<file path="src/rtl/crypto_pkg.sv">
// ----------------------------------------------------------------------------
// crypto_pkg
// Shared definitions for the crypto processor register file.
//   wipe_state_t  : zeroize engine states (IDLE, WIPE)
//   DEF_DATA_W    : default register width
//   DEF_ADDR_W    : default register index width
//   DEF_INIT_VEC  : default reset image (r2 = 0x41, r3 = 0x20, all others 0)
// ----------------------------------------------------------------------------
package crypto_pkg;

    typedef enum logic {
        IDLE = 1'b0,
        WIPE = 1'b1
    } wipe_state_t;

    localparam int DEF_DATA_W = 8;
    localparam int DEF_ADDR_W = 4;

    localparam logic [(2**DEF_ADDR_W)*DEF_DATA_W-1:0] DEF_INIT_VEC =
        128'h0000_0000_0000_0000_0000_0000_2041_0000;

endpackage

</file>
<file path="src/rtl/crypto_regfile_if.sv">
// ----------------------------------------------------------------------------
// crypto_regfile_if
// Decode/ALU-side bus of the register file.
//   reg_write, rd, write_data : write port
//   rs1, rs2                  : read indices
//   out_rs1, out_rs2          : read data
//   zeroize_req               : wipe request
//   busy, zeroize_done        : wipe status
//   wr_drop                   : write discarded because a wipe is running
// The master modport drives requests; the slave modport is the register file.
// ----------------------------------------------------------------------------
interface crypto_regfile_if #(
    parameter int DATA_W = 8,
    parameter int ADDR_W = 4
);

    logic              reg_write;
    logic [ADDR_W-1:0] rd;
    logic [DATA_W-1:0] write_data;
    logic [ADDR_W-1:0] rs1;
    logic [ADDR_W-1:0] rs2;
    logic [DATA_W-1:0] out_rs1;
    logic [DATA_W-1:0] out_rs2;
    logic              zeroize_req;
    logic              busy;
    logic              zeroize_done;
    logic              wr_drop;

    modport master (
        output reg_write, rd, write_data, rs1, rs2, zeroize_req,
        input  out_rs1, out_rs2, busy, zeroize_done, wr_drop
    );

    modport slave (
        input  reg_write, rd, write_data, rs1, rs2, zeroize_req,
        output out_rs1, out_rs2, busy, zeroize_done, wr_drop
    );

endinterface

</file>
<file path="src/rtl/regfile_wipe_ctrl.sv">
// ----------------------------------------------------------------------------
// regfile_wipe_ctrl
// Zeroize engine: walks a pointer over every register entry, one per cycle.
//   clk, rst_n    : clock, asynchronous active-low reset
//   zeroize_req   : start a wipe (only honoured while idle)
//   busy          : registered, high for exactly 2**ADDR_W cycles per wipe
//   zeroize_done  : registered, one-cycle pulse after the last entry clears
//   wipe_ptr      : entry being cleared this cycle (valid while busy)
// ----------------------------------------------------------------------------
module regfile_wipe_ctrl
    import crypto_pkg::*;
#(
    parameter int ADDR_W = DEF_ADDR_W
) (
    input  logic              clk,
    input  logic              rst_n,
    input  logic              zeroize_req,
    output logic              busy,
    output logic              zeroize_done,
    output logic [ADDR_W-1:0] wipe_ptr
);

    wipe_state_t       state_q;
    wipe_state_t       state_d;
    logic [ADDR_W-1:0] ptr_q;
    logic [ADDR_W-1:0] ptr_d;
    logic              busy_d;
    logic              done_d;

    // State, pointer and status flags; reset drops any wipe in flight
    // without raising zeroize_done.
    always_ff @(posedge clk or negedge rst_n) begin
        if (!rst_n) begin
            state_q      <= IDLE;
            ptr_q        <= '0;
            busy         <= 1'b0;
            zeroize_done <= 1'b0;
        end else begin
            state_q      <= state_d;
            ptr_q        <= ptr_d;
            busy         <= busy_d;
            zeroize_done <= done_d;
        end
    end

    // Next-state logic. busy is registered from the next state so it is
    // high exactly while state_q is WIPE. The pointer wraps back to 0 on
    // the final increment, leaving it ready for the next wipe.
    always_comb begin
        state_d = state_q;
        ptr_d   = ptr_q;
        busy_d  = 1'b0;
        done_d  = 1'b0;
        case (state_q)
            IDLE: begin
                if (zeroize_req) begin
                    state_d = WIPE;
                    ptr_d   = '0;
                    busy_d  = 1'b1;
                end
            end
            WIPE: begin
                ptr_d = ptr_q + ADDR_W'(1);
                if (ptr_q == '1) begin
                    state_d = IDLE;
                    done_d  = 1'b1;
                end else begin
                    busy_d = 1'b1;
                end
            end
            default: begin
                state_d = IDLE;
            end
        endcase
    end

    assign wipe_ptr = ptr_q;

endmodule

</file>
<file path="src/rtl/crypto_regfile.sv">
// ----------------------------------------------------------------------------
// crypto_regfile
// Parametrised register file: two combinational read ports, one synchronous
// write port, per-entry reset image, optional write-through bypass, optional
// hard-wired zero r0, and a sequential zeroize engine for key material.
//   clk, rst_n : clock, asynchronous active-low reset
//   bus        : crypto_regfile_if slave (write port, read ports, wipe
//                request and status, wr_drop)
// ----------------------------------------------------------------------------
module crypto_regfile
    import crypto_pkg::*;
#(
    parameter int                                DATA_W   = DEF_DATA_W,
    parameter int                                ADDR_W   = DEF_ADDR_W,
    parameter logic [(2**ADDR_W)*DATA_W-1:0]     INIT_VEC = DEF_INIT_VEC,
    parameter bit                                BYPASS   = 1'b1,
    parameter bit                                ZERO_R0  = 1'b0
) (
    input  logic            clk,
    input  logic            rst_n,
    crypto_regfile_if.slave bus
);

    localparam int DEPTH = 2**ADDR_W;

    logic [DATA_W-1:0] regs [DEPTH];
    logic              busy;
    logic              zeroize_done;
    logic [ADDR_W-1:0] wipe_ptr;
    logic              write_ok;
    logic [DATA_W-1:0] read1;
    logic [DATA_W-1:0] read2;

    regfile_wipe_ctrl #(
        .ADDR_W (ADDR_W)
    ) u_wipe_ctrl (
        .clk          (clk),
        .rst_n        (rst_n),
        .zeroize_req  (bus.zeroize_req),
        .busy         (busy),
        .zeroize_done (zeroize_done),
        .wipe_ptr     (wipe_ptr)
    );

    assign write_ok = bus.reg_write && !busy && !(ZERO_R0 && (bus.rd == '0));

    // Storage. The wipe owns the array while busy, so a write and a request
    // in the same idle cycle commit the write first and the wipe erases it
    // later. Zeroize clears to 0 rather than restoring the reset image.
    always_ff @(posedge clk or negedge rst_n) begin
        if (!rst_n) begin
            for (int i = 0; i < DEPTH; i++) begin
                regs[i] <= INIT_VEC[i*DATA_W +: DATA_W];
            end
        end else if (busy) begin
            regs[wipe_ptr] <= '0;
        end else if (write_ok) begin
            regs[bus.rd] <= bus.write_data;
        end
    end

    // Read port 1: array, then bypass, then r0 clamp, then the wipe mask,
    // which hides entries not yet cleared as well.
    always_comb begin
        read1 = regs[bus.rs1];
        if (BYPASS && bus.reg_write && (bus.rd == bus.rs1)) begin
            read1 = bus.write_data;
        end
        if (ZERO_R0 && (bus.rs1 == '0)) begin
            read1 = '0;
        end
        if (busy) begin
            read1 = '0;
        end
    end

    // Read port 2: same priority as port 1.
    always_comb begin
        read2 = regs[bus.rs2];
        if (BYPASS && bus.reg_write && (bus.rd == bus.rs2)) begin
            read2 = bus.write_data;
        end
        if (ZERO_R0 && (bus.rs2 == '0)) begin
            read2 = '0;
        end
        if (busy) begin
            read2 = '0;
        end
    end

    assign bus.out_rs1      = read1;
    assign bus.out_rs2      = read2;
    assign bus.busy         = busy;
    assign bus.zeroize_done = zeroize_done;
    assign bus.wr_drop      = bus.reg_write & busy;

endmodule

</file>
<file path="src/flat_wrapper.sv">
// flat-port wrapper written by rule: the top's interface ports become plain ports
module crypto_regfile_flat import crypto_pkg::*;
#(
    parameter int                                DATA_W   = DEF_DATA_W,
    parameter int                                ADDR_W   = DEF_ADDR_W,
    parameter logic [(2**ADDR_W)*DATA_W-1:0]     INIT_VEC = DEF_INIT_VEC,
    parameter bit                                BYPASS   = 1'b1,
    parameter bit                                ZERO_R0  = 1'b0
)
  (clk, rst_n, bus_reg_write, bus_rd, bus_write_data, bus_rs1, bus_rs2, bus_zeroize_req, bus_out_rs1, bus_out_rs2, bus_busy, bus_zeroize_done, bus_wr_drop);
  crypto_regfile_if #(.DATA_W(DATA_W), .ADDR_W(ADDR_W)) bus_i ();
  input  logic clk;
  input  logic rst_n;
  input wire logic [$bits(bus_i.reg_write)-1:0] bus_reg_write;
  input wire logic [$bits(bus_i.rd)-1:0] bus_rd;
  input wire logic [$bits(bus_i.write_data)-1:0] bus_write_data;
  input wire logic [$bits(bus_i.rs1)-1:0] bus_rs1;
  input wire logic [$bits(bus_i.rs2)-1:0] bus_rs2;
  input wire logic [$bits(bus_i.zeroize_req)-1:0] bus_zeroize_req;
  output wire logic [$bits(bus_i.out_rs1)-1:0] bus_out_rs1;
  output wire logic [$bits(bus_i.out_rs2)-1:0] bus_out_rs2;
  output wire logic [$bits(bus_i.busy)-1:0] bus_busy;
  output wire logic [$bits(bus_i.zeroize_done)-1:0] bus_zeroize_done;
  output wire logic [$bits(bus_i.wr_drop)-1:0] bus_wr_drop;
  assign bus_i.reg_write = bus_reg_write;
  assign bus_i.rd = bus_rd;
  assign bus_i.write_data = bus_write_data;
  assign bus_i.rs1 = bus_rs1;
  assign bus_i.rs2 = bus_rs2;
  assign bus_i.zeroize_req = bus_zeroize_req;
  assign bus_out_rs1 = bus_i.out_rs1;
  assign bus_out_rs2 = bus_i.out_rs2;
  assign bus_busy = bus_i.busy;
  assign bus_zeroize_done = bus_i.zeroize_done;
  assign bus_wr_drop = bus_i.wr_drop;
  crypto_regfile #(.DATA_W(DATA_W), .ADDR_W(ADDR_W), .INIT_VEC(INIT_VEC), .BYPASS(BYPASS), .ZERO_R0(ZERO_R0)) u_core (.clk(clk), .rst_n(rst_n), .bus(bus_i));
endmodule
</file>
<file path="config.mk">
export PLATFORM = sky130hd
export DESIGN_NAME = crypto_regfile_flat
export DESIGN_NICKNAME = d
export VERILOG_FILES = /design/src/rtl/crypto_pkg.sv /design/src/rtl/crypto_regfile_if.sv /design/src/rtl/regfile_wipe_ctrl.sv /design/src/rtl/crypto_regfile.sv /design/src/flat_wrapper.sv
export SDC_FILE = /design/constraint.sdc
export NUM_CORES = 1
export LEC_CHECK = 0
export BUFFER_PORTS_ARGS = -buffer_cell sky130_fd_sc_hd__buf_2
export CAP_MARGIN = 20
export CORE_MARGIN = 2
export CORE_UTILIZATION = 45
export DETAILED_ROUTE_END_ITERATION = 10
export PLACE_DENSITY = 0.68
export SYNTH_ARGS = -nofsm -noshare
export SYNTH_HDL_FRONTEND = slang
export SYNTH_SLANG_ARGS = --single-unit
</file>
<file path="constraint.sdc">
create_clock -name clk -period 6.1 [get_ports clk]
set_input_delay 1.22 -clock clk [delete_from_list [all_inputs] [get_ports clk]]
set_output_delay 1.22 -clock clk [all_outputs]
set_load 0.02 [all_outputs]
</file>
==> qor.log <==
[status] run status completed
[yosys] count leader, synth sky130_fd_sc_hd__a22o_1
[clock_tree] buffers from clock root to sink, at most 2
[clock_tree] post-CTS setup buffer count 0
[sta] sum of negative setup slack 0 ns
[floorplanning] I/O pins 43
[placed_design] total cell area at the placement stage 0.007527 sq mm
[sta] total setup violations reported at the end of the flow 0
[yosys] synthesized net count 580
[floorplanning] initial standard-cell utilization of the core 0.4572
[yosys] share of async-settable or async-resettable flops after synthesis 1.000
[yosys] ranking of synthesized cells by instance count sky130_fd_sc_hd__a22o_1 (136), sky130_fd_sc_hd__dfrtp_1 (131), sky130_fd_sc_hd__mux4_2 (64)
[sta] worst clock skew 0.008949 ns
[worst_setup_path] type of the worst setup path input port to output pin
[sta] final number of hold-violating endpoints 0
[sta] worst slew margin relative to its limit 0.3076
[drt] average via count per standard cell 7.018
[drt] drt wl/cell 27.95 um
[global_route] via count of the first global-routing pass 5605
[worst_setup_path] ordered cell list for the critical path buf_2 -> buf_4 -> mux4_2 -> a22oi_1 -> nand2_1 -> a22o_1 -> buf_2
[worst_setup_path] endpoint type of the worst setup path output pin
[sta] final clock period utilization by the worst path 0.7690
[drt] number of design-rule violations left by the first detailed-router iteration 943
[drt] number of vias after detailed routing 5565
[yosys] distinct cell type count of the synthesized netlist 35
[worst_setup_path] critical path data arrival time 3.47 ns
[global_route] wire length of the first global-routing pass 33.70 mm
[sta] shortest period the worst path allows 4.691 ns
[placed_design] buffers added on ports 42
[yosys] syn_area_per_cell 13.11 sq um
[yosys] area share of the largest cell type after synthesis 0.4530
[placed_design] Post-DP HPWL 15.08 mm
[global_route] Global Route Usage Sum 0.2735
[power] leakage power 3.612 nW
[yosys] Main synth FF type sky130_fd_sc_hd__dfrtp_1
[worst_setup_path] peak per-stage delay on the critical path 0.67 ns
[global_route] number of antenna violations at the first check in global routing 0
[layout] design area 0.008122 sq mm
[floorplanning] Placeable Area 0.01583 sq mm
[clock_tree] H-tree depth 4
[clock_tree] Clk Tree Root Cell sky130_fd_sc_hd__clkbuf_16
[sta] transition at the pin with the smallest max-transition slack 1.039 ns
[power] pwr/cell area 363.1 mW/mm^2
[sta] Worst Hold Slack 0.5258 ns
[layout] ratio of cells with drive above 1 in the final layout 0.2634
[power] worst vdd rail ir drop 0.2359 mV
[yosys] synthesized instance count 552
[drt] first-pass detailed-route iteration total 5
[yosys] Cell Area, Synth 0.007237 sq mm
[worst_setup_path] data required time at the worst endpoint 4.88 ns
[min_path] worst hold path class register to register
[layout] signed area change from the synthesized netlist to the final layout 12.22%
[drt] number of design rule violations left after detail routing 0
[clock_tree] TritonCTS clock tree yes
[worst_setup_path] Crit Path Max Fanout 25
[global_route] maximum number of pins on one net before global-route repair 69
[placed_design] final RePlAce weighted congestion 0.9093
[flow_run] number of max-cap violations 0
[yosys] library cell occupying the most area in the post-synthesis netlist sky130_fd_sc_hd__dfrtp_1
[sta] unrepaired setup endpoints after global routing no
[floorplanning] Die Area 0.01711 sq mm
[layout] end-of-flow core utilization 0.5131
[clock_tree] Resized cells post-CTS 0
[worst_setup_path] cell type group with the largest total delay on the critical path buffers and inverters
[floorplanning] Die Y-Extent 130.8 um
[global_route] residual overflow from global routing 0
[sta] top achievable clock speed 213.2 MHz
[clock_tree] CTS hold repair buffers 0
[floorplanning] std cell rows 46
[sta] number of pins exceeding their max-slew limit in the final report 0
[clock_tree] total clock sinks 134
[layout] NumNets Final 592
[worst_setup_path] Worst path slowest cell sky130_fd_sc_hd__buf_2
[clock_tree] latest clock arrival within the worst-skew pair 0.43 ns
[floorplanning] Die X-Extent 130.8 um
[drt] Final Routed Wirelength 22.16 mm
[yosys] Ys Warns 0
[clock_tree] TritonCTS Buffers 17
[worst_setup_path] crit start category input port
[yosys] #FFs+latches synth 134
[worst_setup_path] total buffers and inverters traversed by the critical path 3
[clock_tree] clock-pin slew of the registers on the worst-case setup and hold paths 0.06 ns
[yosys] synth top area cells sky130_fd_sc_hd__dfrtp_1 (45%), sky130_fd_sc_hd__mux4_2 (20%), sky130_fd_sc_hd__a22o_1 (16%)
[drt] post-detailed-route count of antenna-violating nets 0
[yosys] number of enable flip-flop cells after synthesis 0
[layout] diodes inserted 0
[yosys] sequential area share after synthesis 0.4639
[worst_setup_path] library cell appearing most often on the critical path sky130_fd_sc_hd__buf_2
logic make-up after synthesis:
| group | count (synthesis) | synth area share |
|---|---|---|
| compound gates | 206 | 0.2256 |
| buf+inv | 56 | 0.03285 |
| fa+ha+maj | 4 | 0.006916 |
| mux | 64 | 0.1992 |
| xor+xnor | 10 | 0.01210 |
| simple gates | 78 | 0.05948 |
| flops | 134 | 0.4639 |
final timing paths:
kind / startpoint / end / slack, ns / cells after the start
min: u_core.regs[121] / u_core.regs[121] / 0.53 / 1
max reg2reg: u_core.u_wipe_ctrl.state_q / u_core.regs[53] / 3.29 / 4
max: bus_rs1[0] / bus_out_rs1[5] / 1.41 / 7
max in group asynchronous: rst_n / u_core.regs[120] / 4.03 / 2
min in group asynchronous: rst_n / u_core.u_wipe_ctrl.zeroize_done / 0.77 / 1
min reg2reg: u_core.regs[121] / u_core.regs[121] / 0.53 / 1
area by class of cell:
| class | count | area (sq um) |
|---|---|---|
| Sequential cell | 134 | 3357 |
| Fill cell | 1359 | 7706 |
| Clock buffer | 21 | 470.5 |
| Inverter | 3 | 11.26 |
| Clock inverter | 11 | 123.9 |
| Tap cell | 216 | 270.3 |
| Multi-Input combinational cell | 362 | 3642 |
| Timing Repair Buffer | 46 | 246.5 |
placed cells by master (no fill, tap or decap), types with 4 or more instances in the layout:
cell	instances
sky130_fd_sc_hd__o21ai_0	10
sky130_fd_sc_hd__clkbuf_16	17
sky130_fd_sc_hd__xor2_1	9
sky130_fd_sc_hd__buf_2	41
sky130_fd_sc_hd__a21oi_1	24
sky130_fd_sc_hd__buf_4	4
sky130_fd_sc_hd__a22o_1	136
sky130_fd_sc_hd__a22oi_1	32
sky130_fd_sc_hd__nor2_1	22
sky130_fd_sc_hd__mux4_2	64
sky130_fd_sc_hd__ha_1	4
sky130_fd_sc_hd__nand2_1	23
sky130_fd_sc_hd__nor2b_1	5
sky130_fd_sc_hd__dfrtp_1	131
sky130_fd_sc_hd__nand2b_1	5
stage by stage:
stage	cells	total power, mW	worst slack, ns
2_1_floorplan	552	1.671	2.076
3_3_place_gp	761	1.882	1.392
3_5_place_dp	761	1.914	1.389
4_1_cts	793	2.945	1.386
5_1_grt	793	3.060	1.226
6_report	793	2.949	1.409
state kept, by name (all words and copies together) (netlist names):
signal	cells
u_core.u_wipe_ctrl.zeroize_done	1
u_core.regs	128
u_core.u_wipe_ctrl.state_q	1
u_core.u_wipe_ctrl.wipe_ptr	4
layer usage:
layer / track usage / share of wire / wire, um
met1: 0.3613 / 0.39 / 8730
met2: 0.4213 / 0.47 / 10320
met3: 0.07410 / 0.10 / 2213
met4: 0.1339 / 0.041 / 902
met5: 0 / 0 / 0
report_power, final:
part	internal [mW]	switching, mW	leakage [nW]
Sequential	1.05	0.174	1.84
Clock	0.633	0.393	0.285
Combinational	0.313	0.382	1.49
Power figures use the tool's default switching activity.
